## src/rtl/riscv_boot_pkg.sv

```systemverilog
// Shared types and constants for the RISC-V boot sequencer.
// The optional checksum field is controlled by the BOOT_CHECKSUM_EN macro, used in riscv_boot_sequencer.sv.
package riscv_boot_pkg;

  // Width of an instruction word and of every image field.
  localparam int WORD_W = 32;

  // Header length in bytes. The data and checksum fields use the same 4-byte framing.
  localparam int HDR_BYTES = 4;

  // Sequencer states.
  typedef enum logic [2:0] {
    ST_HDR,
    ST_DATA,
    ST_CHK,
    ST_RELEASE,
    ST_RUN,
    ST_ERROR
  } boot_state_e;

endpackage

```

## src/rtl/boot_word_assembler.sv

```systemverilog
// Packs an incoming byte stream into little-endian 32-bit words.
// Used for the header, data and checksum fields. The word is presented
// combinationally on the edge that accepts its 4th byte, so the owner can
// act on the completed field in that same cycle.
module boot_word_assembler
  import riscv_boot_pkg::*;
(
  input  logic              clk,
  input  logic              reset,
  input  logic              clear,
  input  logic              byte_valid,
  input  logic [7:0]        byte_data,
  output logic              word_valid,
  output logic [WORD_W-1:0] word_data
);

  logic [1:0]        byte_cnt;
  // Only the first three bytes need storing; the fourth arrives live on byte_data.
  logic [WORD_W-9:0] hold;

  assign word_valid = byte_valid && (byte_cnt == 2'(HDR_BYTES - 1));
  assign word_data  = {byte_data, hold};

  // Byte counter and shift register; bytes shift in from the top so the first byte ends up in [7:0].
  always_ff @(posedge clk) begin
    // NOTE: sequential state uses non-blocking assignments so all registers update together on the edge.
    if (!reset || clear) begin
      byte_cnt <= '0;
      hold     <= '0;
    end else if (byte_valid) begin
      byte_cnt <= byte_cnt + 2'd1;
      hold     <= {byte_data, hold[WORD_W-9:8]};
    end
  end

endmodule

```

## src/rtl/riscv_boot_sequencer.sv

```systemverilog
// Boot-time controller: holds the core in reset, loads a length-prefixed
// program image into instruction memory from word 0, then releases the core.
// Optional feature: define BOOT_CHECKSUM_EN to append and verify a 32-bit
// additive checksum after the data words.
module riscv_boot_sequencer
  import riscv_boot_pkg::*;
#(
  parameter int ADDR_W      = 10,
  parameter int RELEASE_DLY = 4
) (
  input  logic              clk,
  input  logic              reset,
  input  logic              rx_valid,
  input  logic [7:0]        rx_data,
  output logic              rx_ready,
  input  logic              restart,
  output logic              imem_we,
  output logic [ADDR_W-1:0] imem_addr,
  output logic [WORD_W-1:0] imem_wdata,
  output logic              cpu_reset,
  output logic              boot_done,
  output logic              boot_error
);

  localparam int          REL_W = $clog2(RELEASE_DLY + 1);
  // Largest legal word count, 2^ADDR_W, held one bit wider than a header word.
  localparam logic [32:0] MAX_N = 33'(1) << ADDR_W;

  boot_state_e       state, state_next;
  logic [ADDR_W:0]   word_idx, word_idx_next, idx_inc;
  logic [ADDR_W:0]   n_words, n_words_next;
  logic [REL_W-1:0]  rel_cnt, rel_cnt_next;
  logic              we_next;
  logic [ADDR_W-1:0] addr_next;
  logic [WORD_W-1:0] wdata_next;
  logic              accept;
  logic              asm_clear;
  logic              word_valid;
  logic [WORD_W-1:0] word_data;
`ifdef BOOT_CHECKSUM_EN
  logic [WORD_W-1:0] sum, sum_next;
`endif

  assign accept  = rx_valid && rx_ready;
  assign idx_inc = word_idx + (ADDR_W + 1)'(1);

  boot_word_assembler u_asm (
    .clk        (clk),
    .reset      (reset),
    .clear      (asm_clear),
    .byte_valid (accept),
    .byte_data  (rx_data),
    .word_valid (word_valid),
    .word_data  (word_data)
  );

  // Next-state logic plus the next values of the registered outputs.
  always_comb begin
    // NOTE: every signal gets a default first so no path leaves it unassigned and infers a latch.
    state_next    = state;
    word_idx_next = word_idx;
    n_words_next  = n_words;
    rel_cnt_next  = rel_cnt;
    we_next       = 1'b0;
    addr_next     = imem_addr;
    wdata_next    = imem_wdata;
    asm_clear     = 1'b0;
`ifdef BOOT_CHECKSUM_EN
    sum_next      = sum;
`endif
    case (state)
      ST_HDR: begin
        if (word_valid) begin
          if (word_data == '0 || {1'b0, word_data} > MAX_N) begin
            state_next = ST_ERROR;
          end else begin
            state_next    = ST_DATA;
            n_words_next  = word_data[ADDR_W:0];
            word_idx_next = '0;
`ifdef BOOT_CHECKSUM_EN
            sum_next      = '0;
`endif
          end
        end
      end
      ST_DATA: begin
        if (word_valid) begin
          we_next       = 1'b1;
          addr_next     = word_idx[ADDR_W-1:0];
          wdata_next    = word_data;
          word_idx_next = idx_inc;
`ifdef BOOT_CHECKSUM_EN
          sum_next      = sum + word_data;
`endif
          if (idx_inc == n_words) begin
            rel_cnt_next = '0;
`ifdef BOOT_CHECKSUM_EN
            state_next   = ST_CHK;
`else
            state_next   = ST_RELEASE;
`endif
          end
        end
      end
`ifdef BOOT_CHECKSUM_EN
      ST_CHK: begin
        if (word_valid) begin
          rel_cnt_next = '0;
          state_next   = (word_data == sum) ? ST_RELEASE : ST_ERROR;
        end
      end
`endif
      ST_RELEASE: begin
        if (rel_cnt == REL_W'(RELEASE_DLY - 1)) begin
          state_next = ST_RUN;
        end else begin
          rel_cnt_next = rel_cnt + REL_W'(1);
        end
      end
      ST_RUN, ST_ERROR: begin
        if (restart) begin
          state_next = ST_HDR;
          asm_clear  = 1'b1;
        end
      end
      default: state_next = ST_HDR;
    endcase
  end

  // State, counters and registered outputs; outputs are derived from the next state.
  always_ff @(posedge clk) begin
    if (!reset) begin
      state      <= ST_HDR;
      word_idx   <= '0;
      n_words    <= '0;
      rel_cnt    <= '0;
`ifdef BOOT_CHECKSUM_EN
      sum        <= '0;
`endif
      rx_ready   <= 1'b0;
      imem_we    <= 1'b0;
      imem_addr  <= '0;
      imem_wdata <= '0;
      cpu_reset  <= 1'b1;
      boot_done  <= 1'b0;
      boot_error <= 1'b0;
    end else begin
      state      <= state_next;
      word_idx   <= word_idx_next;
      n_words    <= n_words_next;
      rel_cnt    <= rel_cnt_next;
`ifdef BOOT_CHECKSUM_EN
      sum        <= sum_next;
`endif
      rx_ready   <= (state_next == ST_HDR) || (state_next == ST_DATA) || (state_next == ST_CHK);
      imem_we    <= we_next;
      imem_addr  <= addr_next;
      imem_wdata <= wdata_next;
      cpu_reset  <= (state_next != ST_RUN);
      boot_done  <= (state_next == ST_RUN);
      boot_error <= (state_next == ST_ERROR);
    end
  end

endmodule

```

## config.mk

```make
export PLATFORM = sky130hd
export DESIGN_NAME = riscv_boot_sequencer
export DESIGN_NICKNAME = d
export VERILOG_FILES = /design/src/rtl/riscv_boot_pkg.sv /design/src/rtl/boot_word_assembler.sv /design/src/rtl/riscv_boot_sequencer.sv
export SDC_FILE = /design/constraint.sdc
export NUM_CORES = 1
export LEC_CHECK = 0
export ABC_CLOCK_PERIOD_IN_PS = 3450
export CORE_MARGIN = 10
export CORE_UTILIZATION = 56
export CTS_BUF_LIST = sky130_fd_sc_hd__clkbuf_8
export DETAILED_ROUTE_END_ITERATION = 10
export GPL_TIMING_DRIVEN = 1
export MAX_ROUTING_LAYER = met4
export PLACE_DENSITY = 0.81
export SETUP_SLACK_MARGIN = 0.05
export SYNTH_ARGS = -nofsm -noshare
export SYNTH_HDL_FRONTEND = slang
export SYNTH_HIERARCHICAL = 1
export SYNTH_SLANG_ARGS = --single-unit
```

## constraint.sdc

```tcl
create_clock -name clk -period 3.45 [get_ports clk]
set_input_delay 0.69 -clock clk [delete_from_list [all_inputs] [get_ports clk]]
set_output_delay 0.69 -clock clk [all_outputs]
set_load 0.05 [all_outputs]
```

Yosys cells after proc, flatten, opt, wreduce, memory -nomap -nowiden
Cells that the tools add are included.
Storage, ports and cells
  register bits after elaboration: 101
  bits of input ports: 12
  output and inout port bits: 47
  word-level logic and storage cells: 71
Cells by class
  add/sub/neg operators: 3
  magnitude comparators: 1
  equal/unequal tests: 17
  mux-type cells: 18
  bitwise operators: 1
  reduce and logical (&&, ||, !) cells: 18
Operators by type and width (count)
  11-bit two-way mux: 3
  32-bit by 11-bit greater-than comparator with 1-bit output (second input constant): 1
  32-bit zero test: 1
  3-bit two-way mux: 9
  11-bit case mux with 2 select lines: 1
  3-bit == test (second input constant): 4
  3-bit case mux with 4 select lines: 1
  11-bit by 1-bit adder with 11-bit output (second input constant): 1
  11-bit == test: 1
  3-bit by 2-bit == test with 1-bit output (second input constant): 3
  4-bit AND reduction: 2
  3-bit by 1-bit == test with 1-bit output (second input constant): 2
  3-bit zero test: 2
  2-bit != test (second input constant): 3
  3-bit case mux with 2 select lines: 1
  1-bit logical OR: 4
  2-bit by 1-bit != test with 1-bit output (second input constant): 2
  2-bit AND reduction: 2
  2-bit nonzero test: 2
  3-bit by 1-bit adder with 3-bit output (second input constant): 1
  1-bit two-way mux: 3
  3-bit != test (second input constant): 1
  3-bit AND reduction: 1
  2-bit by 1-bit adder with 2-bit output (second input constant): 1
  other kinds (5): 6

Logic depth before layout (Yosys ltp)
  depth after elaboration: 8
  mapped depth: 10

Hierarchy
The synthesis kept the hierarchy.
By module, submodules not included
  riscv_boot_sequencer: times used 1, cells each 400, area an instance 3224.3 um^2, seq. area each 1501.4 um^2
  boot_word_assembler: times used 1, cells each 95, area an instance 1047.3 um^2, seq. area each 520.5 um^2

Worst setup path before layout
Ideal clock, no wire load.
  path type: reg-to-reg
  start: register rx_ready
  end: register state[1]
  setup time: 0.079 ns
  arrival time: 2.731 ns
  required time: 3.371 ns
  slack: 0.639 ns
  cell stages (with the launch flop): 11
  path buffers: 2
  period minus slack after synthesis: 2.811 ns
  cell sequence: dfxtp_1 and2_1 buf_6 buf_12 and2_1 nand2b_1 nor2_1 o211ai_1 or4_1 or4_1 a211oi_2
Between the ends
  cells in the longest elaborated chain, start to end: 4
  elaborated cells on any way between the ends: 5
Ends and longest elaborated chain
  start, declared: line riscv_boot_sequencer.sv:15  | output logic rx_ready,
  start signal, assigned: line riscv_boot_sequencer.sv:155  | rx_ready <= (state_next == ST_HDR) || (state_next == ST_DATA) || (state_next == ST_CHK);
  1-bit logical AND *: line riscv_boot_sequencer.sv:44  | assign accept = rx_valid && rx_ready;
  named net accept: line riscv_boot_sequencer.sv:36  | logic accept;
  1-bit logical AND *: line boot_word_assembler.sv:21  | assign word_valid = byte_valid && (byte_cnt == 2'(HDR_BYTES - 1));
  named net word_valid: line riscv_boot_sequencer.sv:38  | logic word_valid;
  3-bit two-way mux (on tied branches): line riscv_boot_sequencer.sv:87, riscv_boot_sequencer.sv:73
  3-bit case mux with 4 select lines *: line riscv_boot_sequencer.sv:71  | case (state)
  end signal, assigned: line riscv_boot_sequencer.sv:148  | state <= state_next;
  end, declared: line riscv_boot_sequencer.sv:29  | boot_state_e state, state_next;
The timed path passes the listed nets; every way through them passes the cells marked *.
A chain may end at the register's enable or synchronous reset.

Worst setup path after layout
  start: input port rx_valid
  end: register rel_cnt[1]
Between the ends
  cells in the longest elaborated chain, start to end: 4
Ends and longest elaborated chain
  start, declared: line riscv_boot_sequencer.sv:13  | input logic rx_valid,
  1-bit logical AND: line riscv_boot_sequencer.sv:44
  named net accept: line riscv_boot_sequencer.sv:36
  1-bit logical AND: line boot_word_assembler.sv:21
  named net word_valid: line riscv_boot_sequencer.sv:38
  2-bit by 1-bit != test with 1-bit output (no source line)
  4-bit AND reduction (no source line)
  end signal, assigned: line riscv_boot_sequencer.sv:151  | rel_cnt <= rel_cnt_next;
  end, declared: line riscv_boot_sequencer.sv:32  | logic [REL_W-1:0] rel_cnt, rel_cnt_next;
The timed path passes the listed nets, and every way through them passes these cells.

==> impl_metrics.json <==
{
  "synth_most_common_cell": "dfxtp_1",
  "r2r_setup_slack_ns": 0.79,
  "drv_cap": 0,
  "die_x_um": 107,
  "gp_congestion": 0.881,
  "dp_hpwl_um": 7280,
  "power.total_mw": 2.08,
  "syn_area_um2": 4270,
  "cp.arrival_ns": 3.03,
  "routedWlPerCell_um": 15.8,
  "cts_resized": 0,
  "crit_required_ns": 3.67,
  "worst_pin_slew_ns": 0.683,
  "htree_levels": 3,
  "initial_utilization_pct": 58.3,
  "hold_viol": 0,
  "synth_fp_nets": 511,
  "ys_seq_area_share_pct": 47.3,
  "clock.fmax_mhz": 356,
  "synth_cell_type_count": 49,
  "num_rows": 31,
  "area_growth_pct": 17.0,
  "finalCritPeriodShare_pct": 81.5,
  "vias_per_cell": 5.58,
  "die_area_um2": 11500,
  "postCtsSetupBuffers": 0,
  "ir_worst_vdd_mv": 0.325,
  "grt_first_pass_wirelength_um": 17500,
  "overflow": 0,
  "maxSlewViolCount": 0,
  "antenna_found_initial": 0,
  "boundaryPins": 59,
  "cp-start-kind": "input port",
  "path_clk_slew_ns": 0.10,
  "drcViolationCount": 0,
  "synth_flop_cell": "dfxtp_1",
  "yosysTopAreaCellShare_pct": 47.3,
  "synthCells": 495,
  "nNetsFinal": 549,
  "drt_wl_total_um": 10000,
  "rsz0062_at_grt": "no",
  "status": "completed",
  "cts-root-buf": "clkbuf_8",
  "core_um2": 7330,
  "cts_sinks": 101,
  "synth_top_cell_by_area": "dfxtp_1",
  "power.density_nw_per_um2": 416,
  "post_synth.cell_area_avg_um2": 8.63,
  "leakagePower_nw": 1.83,
  "cp_max_fo": 5,
  "setup_viol": 0,
  "period_needed_ns": 2.81,
  "timing.slew.headroom_pct": 54.3,
  "postCtsHoldBufs": 0,
  "tns_ns": 0,
  "hold_path_class": "reg2reg",
  "vias": 3552,
  "grt_usage_pct": 18.8,
  "first_global_vias": 3623,
  "postRouteAntennaNets": 0,
  "cts_tree": "done",
  "clock_path_buffers": 2,
  "finClkSkew_ns": 0.0116,
  "grt_max_degree": 38,
  "worstSetupEndpointType": "flop",
  "numCtsBuffers": 9,
  "ys_async_sr_fraction_pct": 0,
  "critical_path_class": "in2reg",
  "io_buffers": 58,
  "ys.warnings.count": 6,
  "ys_seq_elements": 101,
  "fp.dieH_um": 107,
  "diodes": 0,
  "yosys-top-cells-area": "dfxtp_1 (47%), nand2_1 (8.8%), mux2i_1 (8.7%), a21oi_1 (5.7%), nor2_1 (4.4%)",
  "yosys-top-cells-count": "dfxtp_1 (101), nand2_1 (100), nor2_1 (50), a21oi_1 (49), mux2i_1 (37)",
  "dr.pass1.iters": 4,
  "clk_latency_ns": 0.37,
  "drtIter0Drc": 184,
  "drive_above_1_share_pct": 6.15,
  "synth_edf_count": 0
}
-- cell type report --
cell class	count	area, um^2
well taps	99	124
repair buffers	68	656
clock buffers	9	124
multi-input cells	350	1990
flip-flops and latches	101	2020
fillers	615	2330
inverters	3	11.3
clock inverters	6	76.3
-- per-stage QoR --
stage	worst slack, ns	instance area, um^2	hold slack [ns]	instances	util (%)
2_1_floorplan	0.639	4270	0.451	495	-
3_3_place_gp	0.341	4800	0.441	621	65.5
3_5_place_dp	0.261	4800	0.446	621	65.5
4_1_cts	0.647	5000	0.461	636	68.2
6_report	0.638	5000	0.458	636	68.2
5_1_grt	0.439	5000	0.478	636	68.2
-- registers in the layout, indices dropped and copies added (netlist names), 2 cells and up --
name / cells
imem_addr: 10
imem_wdata: 32
u_asm/byte_cnt: 2
n_words: 11
rel_cnt: 3
u_asm/hold: 24
word_idx: 11
state: 3
-- layout by cell type (no fill, tap or decap), drive strengths merged, types with 4 or more instances in the layout --
master / Yosys / routed
a21oi: 49 / 49
a31oi: 9 / 9
and2: 5 / 5
buf: 19 / 10
clkbuf: 22 / 9
clkdlybuf4s50: 0 / 58
dfxtp: 101 / 101
ha: 4 / 4
inv: 3 / 8
mux2i: 37 / 37
nand2: 100 / 100
nand2b: 5 / 5
nand3: 8 / 8
nand4: 7 / 7
nor2: 51 / 51
nor2b: 4 / 4
nor3: 6 / 6
nor4: 8 / 8
o21ai: 12 / 12
or4: 4 / 4
xnor2: 7 / 7
xor2: 6 / 6
-- worst max-delay path: stages --
cell and delay (ns):
clkdlybuf4s50_1 0.45, and2_1 0.14, and2_1 0.16, nand2b_1 0.13, nor2_1 0.12, o211ai_1 0.08
or4_1 0.49, nor4_1 0.59, o22ai_1 0.17
-- report_power, final --
group	switching [mW]	total, mW	internal, mW	leakage (nW)
clock	0.429	0.776	0.347	0.103
combinational	0.0629	0.107	0.0438	0.915
sequential	0.0154	1.20	1.18	0.816
total	0.507	2.08	1.57	1.83
-- metal layers --
metal  global-route usage (%)  routed length [um]  vias up
met3                     4.13                 407       14
met5                        -                   0        -
li1                         -                   -     1769
met2                     31.2                5050       75
met4                     6.11                 148        0
met1                     22.2                4440     1694
-- kinds of logic (layout without fill, tap and decap cells) --
group,after synthesis,count (layout),synth area share (%)
simple gates,207,207,21.7
xor+xnor,13,13,2.67
fa+ha+maj,4,4,1.17
buf+inv,44,86,6.24
flops,101,101,47.3
mux,37,37,8.67
compound gates,89,89,12.2
-- path summary, 6_finish.rpt --
| path | start | endpoint | depth (start not counted) |
|---|---|---|---|
| setup / recovery | rx_valid | rel_cnt[1] | 9 |
| hold / removal | imem_wdata[24] | imem_wdata[24] | 2 |
| setup reg to reg | word_idx[2] | rel_cnt[1] | 6 |
| hold reg to reg | imem_wdata[24] | imem_wdata[24] | 2 |
(Power assumes the default switching activity.)
==> patch 1 (same settings) <==
The package constant `WORD_W` goes from 32 to 36.
--- a/src/rtl/riscv_boot_pkg.sv
+++ b/src/rtl/riscv_boot_pkg.sv
@@ -5,3 +5,3 @@
   // Width of an instruction word and of every image field.
-  localparam int WORD_W = 32;
+  localparam int WORD_W = 36;
 
Ports: changed (resized imem_wdata); port bits go from 59 to 63. The function was not compared with the original's and may differ.
==> patch 1 against the unedited design <==
Fmax up 8.7%. Final area rose by 7.5%. Via count grew 6.5%. Sequential cell count is 8 higher. Routed wire length rose by 6.1%. Hold slack barely moved. Total power rose by 3.5%. Setup slack gained 0.23 ns. Synthesized area up 8.2%. Critical path type unchanged. Critical endpoint unchanged.
==> patch 1: results (changes against the unedited design) <==
[worst_setup_path]
critical_path.slowest_cell=or4_4
max_stage_delay_ns=0.51  ; -0.08 ns
r2r-start=word_idx[0]
cp_max_fo=4  ; -1
critPathArrivalTime_ns=2.89  ; -0.14 ns

[synthesis]
synth.distinct_cells=53  ; +8.2%
ys_seq_area_frac=0.4722  ; -0.001100
synth_common_cells=nand2_1 (120), dfxtp_1 (109), a21oi_1 (63), nor2_1 (43), mux2i_1 (31)
synth_area_leaders=dfxtp_1 (47%), nand2_1 (9.7%), a21oi_1 (6.8%)
syn_nets=560  ; +9.6%

[detailed_routing]
wl_met1_um=4584  ; +3.2%
routedWlPerCell_um=15.45  ; -2.2%
wl_met2_um=5481  ; +8.5%

[sta]
worst_slack_ns=0.8644  ; +0.2259 ns

[global_route]
grt_pass1_wl_um=17960  ; +2.9%
use_met2=0.3019  ; -0.01007
grt_pass1_vias=3699  ; +2.1%
grt_max_degree=64  ; +68%

[power_and_ir_drop]
power.leakage_nw=1.819  ; -0.79%
ir_drop_v=0.0002513  ; -23%

[status]
status=finished clean

[placed_design]
place_ws_ns=0.4918  ; +0.2308 ns
placed_area_mm2=0.005164  ; +7.6%
dp_hpwl_um=7592  ; +4.4%
io_buffers=62  ; +6.9%

[layout]
final_nets=596  ; +8.6%
reg_top3=imem_wdata: 36 flops, u_asm/hold: 28 flops
drive_gt1_frac=0.07350  ; +0.01205

[patch 1: cell count changes after synthesis, moves of 6 or more]
cell / unedited run / this run
nand2_1: 100 / 120
a21oi_1: 49 / 63
nand3_1: 7 / 17
dfxtp_1: 101 / 109
nor2_1: 50 / 43
mux2i_1: 37 / 31
[patch 1: how the worst min path moves through the flow]
stage | start | endpoint | cells past startpoint
2_1_floorplan | rel_cnt[1] | rel_cnt[1] | 2
3_3_place_gp | imem_wdata[19] | imem_wdata[19] | 2
4_1_cts | imem_addr[0] | imem_addr[0] | 2
3_5_place_dp | imem_addr[0] | imem_addr[0] | 2
6_report | imem_wdata[29] | imem_wdata[29] | 2
5_1_grt | imem_wdata[11] | imem_wdata[11] | 2
[patch 1: logic make-up after synthesis]
family	after synthesis	share of synthesized area
simple gates	234	0.2310
flops	109	0.4722
compound gates	100	0.1238
buf+inv	51	0.06498
mux	31	0.06715
xor+xnor	15	0.03006
fa+ha+maj	4	0.01083
[patch 1: metrics by stage]
stage / instances / hold slack, ns
3_5_place_dp: 674 / 0.4457
6_report: 690 / 0.4585
2_1_floorplan: 544 / 0.4385
4_1_cts: 690 / 0.4597
5_1_grt: 690 / 0.4801
3_3_place_gp: 674 / 0.4435
[patch 1: power breakdown]
| group | total, mW | internal [mW] | switching, mW |
|---|---|---|---|
| sequential | 1.28 | 1.27 | 0.0105 |
| clock | 0.793 | 0.362 | 0.431 |
| combinational | 0.0816 | 0.0340 | 0.0476 |
[patch 1: cell type report]
cell class,count,share of cell area
Clock inverter,6,0.01304
Inverter,4,0.002795
Sequential cell,109,0.4062
Timing Repair Buffer,72,0.1295
Clock buffer,10,0.02562
Tap cell,105,0.02446
Multi-Input combinational cell,384,0.3983
==> patch 2 (config.mk and constraints unchanged) <==
Made on the original files. The output `boot_error` loses its register stage (`boot_error` becomes a continuous assignment).
--- a/src/rtl/riscv_boot_sequencer.sv
+++ b/src/rtl/riscv_boot_sequencer.sv
@@ -145,3 +145,2 @@
       boot_done  <= 1'b0;
-      boot_error <= 1'b0;
     end else begin
@@ -160,3 +159,2 @@
       boot_done  <= (state_next == ST_RUN);
-      boot_error <= (state_next == ST_ERROR);
     end
@@ -164,2 +162,4 @@
 
+  assign boot_error = (state_next == ST_ERROR);
+
 endmodule
Formal check against the unedited RTL: not equivalent (a bounded check fails within 10 cycles, from zero or initial values and one cycle with reset low).
==> patch 2 against the unedited design <==
Total power shrank 4.7%. Routed wire length is 1.4% higher. Clock power shrank 8.5%. Synthesized area up 0.44%. Synthesized cell count grew 0.20%. Count of clock-buffer cells in the layout is 2 higher. Setup slack got worse by 0.41 ns. Final area barely moved. Sequential cell count shrank 1. Sequential share of layout area is 0.42 points lower. Via count increased by 1.3%. Largest cell class is now multi-input combinational cells.
==> patch 2: results (changes against the unedited design) <==
[worst_setup_path]
r2r-start=word_idx[0]
critical_path.slowest_cell=clkdlybuf4s50_1
critPathArrivalTime_ns=2.53  ; -0.50 ns
max_stage_delay_ns=0.45  ; -0.14 ns
r2r_slack_ns=0.91  ; +0.12 ns
worst-r2r-cell-count=7  ; +1
r2r_end=rel_cnt[0]
cp_max_fo=3  ; -2

[hold_path]
min_to=imem_addr[4]
hold_path.class=reg -> reg
hold_start=imem_addr[4]

[detailed_routing]
drtIter0Drc=169  ; -8.2%
routedWlPerCell_um=15.99  ; +1.2%
viasPerCell=5.648  ; +1.1%

[synthesis]
syn_nets=512  ; +0.20%
ys_seq_area_frac=0.4666  ; -0.006737
synth_area_leaders=dfxtp_1 (47%), nand2_1 (8.8%), mux2i_1 (8.4%)
synth_common_cells=nand2_1 (101), dfxtp_1 (100), nor2_1 (52), a21oi_1 (50), mux2i_1 (36)
synth.distinct_cells=49  ; unchanged

[layout]
final_nets=550  ; +0.18%
drive_gt1_frac=0.05948  ; -0.001973

[global_route]
grt_pass1_wl_um=16880  ; -3.3%
grt_usage=0.1826  ; -0.005621
grt_pass1_vias=3426  ; -5.4%

[placed_design]
dp_hpwl_um=7260  ; -0.20%
gp_congestion=0.8696  ; -1.3%

[sta]
finClkSkew_ns=0.01203  ; +0.0004096 ns
tightest_slew_ns=0.6034  ; -0.07949 ns

[power_and_ir_drop]
power.leakage_nw=1.809  ; -1.3%
ir_drop_v=0.0003135  ; -3.4%

[status]
status=finished clean

-- patch 2: changes by cell type after synthesis, sizes merged, moves of 3 or more --
cell    before  now
o22ai        3    0
a31oi        9    6
clkbuf      22   17
nor3         6   10
a32o         0    3
buf         19   22
o21a         1    7
-- patch 2: cells by family (layout without fill, tap and decap cells) --
group           Yosys count  after routing  share of synthesized area
mux                      36             36                    0.08399
buf+inv                  42             84                    0.06037
simple gates            213            213                     0.2281
compound gates           88             88                     0.1228
xor+xnor                 13             13                    0.02654
fa+ha+maj                 4              4                    0.01167
flops                   100            100                     0.4666
-- patch 2: worst max-delay path by stage --
| stage | from | end | depth (start not counted) |
|---|---|---|---|
| finish | rx_valid | boot_error | 9 |
| detailed placement | rx_valid | boot_error | 9 |
| floorplan | rx_ready | boot_error | 9 |
| global placement | rx_valid | boot_error | 9 |
| CTS | rx_valid | boot_error | 9 |
| global route | rx_valid | boot_error | 9 |
-- patch 2: metal layers --
layer / part of all wire / track usage / vias to the layer above / routed length, um
met3: 0.061 / 0.05808 / 12 / 625
met4: 0.013 / 0.05725 / 0 / 129
met1: 0.44 / 0.2146 / 1703 / 4440
met2: 0.49 / 0.2910 / 115 / 4990
li1: - / - / 1768 / -
met5: 0 / - / - / 0
-- patch 2: report_power, final --
group / total (mW) / switching [mW] / internal [mW]
Clock: 0.710 / 0.407 / 0.303
Combinational: 0.0957 / 0.0566 / 0.0391
Sequential: 1.18 / 0.0121 / 1.16
-- patch 2: stage by stage --
stage / util / std cells / hold slack [ns] / cell area (um2) / setup slack (ns)
after floorplan: - / 496 / 0.4563 / 4290 / 0.2443
after global placement: 0.6537 / 622 / 0.4418 / 4817 / 0.3459
after detailed placement: 0.6537 / 622 / 0.4470 / 4817 / 0.2745
after CTS: 0.6786 / 637 / 0.4595 / 5001 / 0.2363
after global routing: 0.6786 / 637 / 0.4747 / 5001 / 0.08545
final: 0.6786 / 637 / 0.4552 / 5001 / 0.2284
-- patch 2: cell type report --
cell class                      instances  area [um2]
Sequential cell                       100        2002
Clock buffer                           11       151.4
Timing Repair Buffer                   66       650.6
Fill cell                             624        2369
Multi-Input combinational cell        354        2029
Clock inverter                          4       32.53
Tap cell                               99       123.9
Inverter                                3       11.26
-- patch 2: tightest hold or removal path, cell delays in order (launching register included) --
cell and delay [ns]:
dfxtp_1 0.31, nand2_1 0.05, a21oi_1 0.05
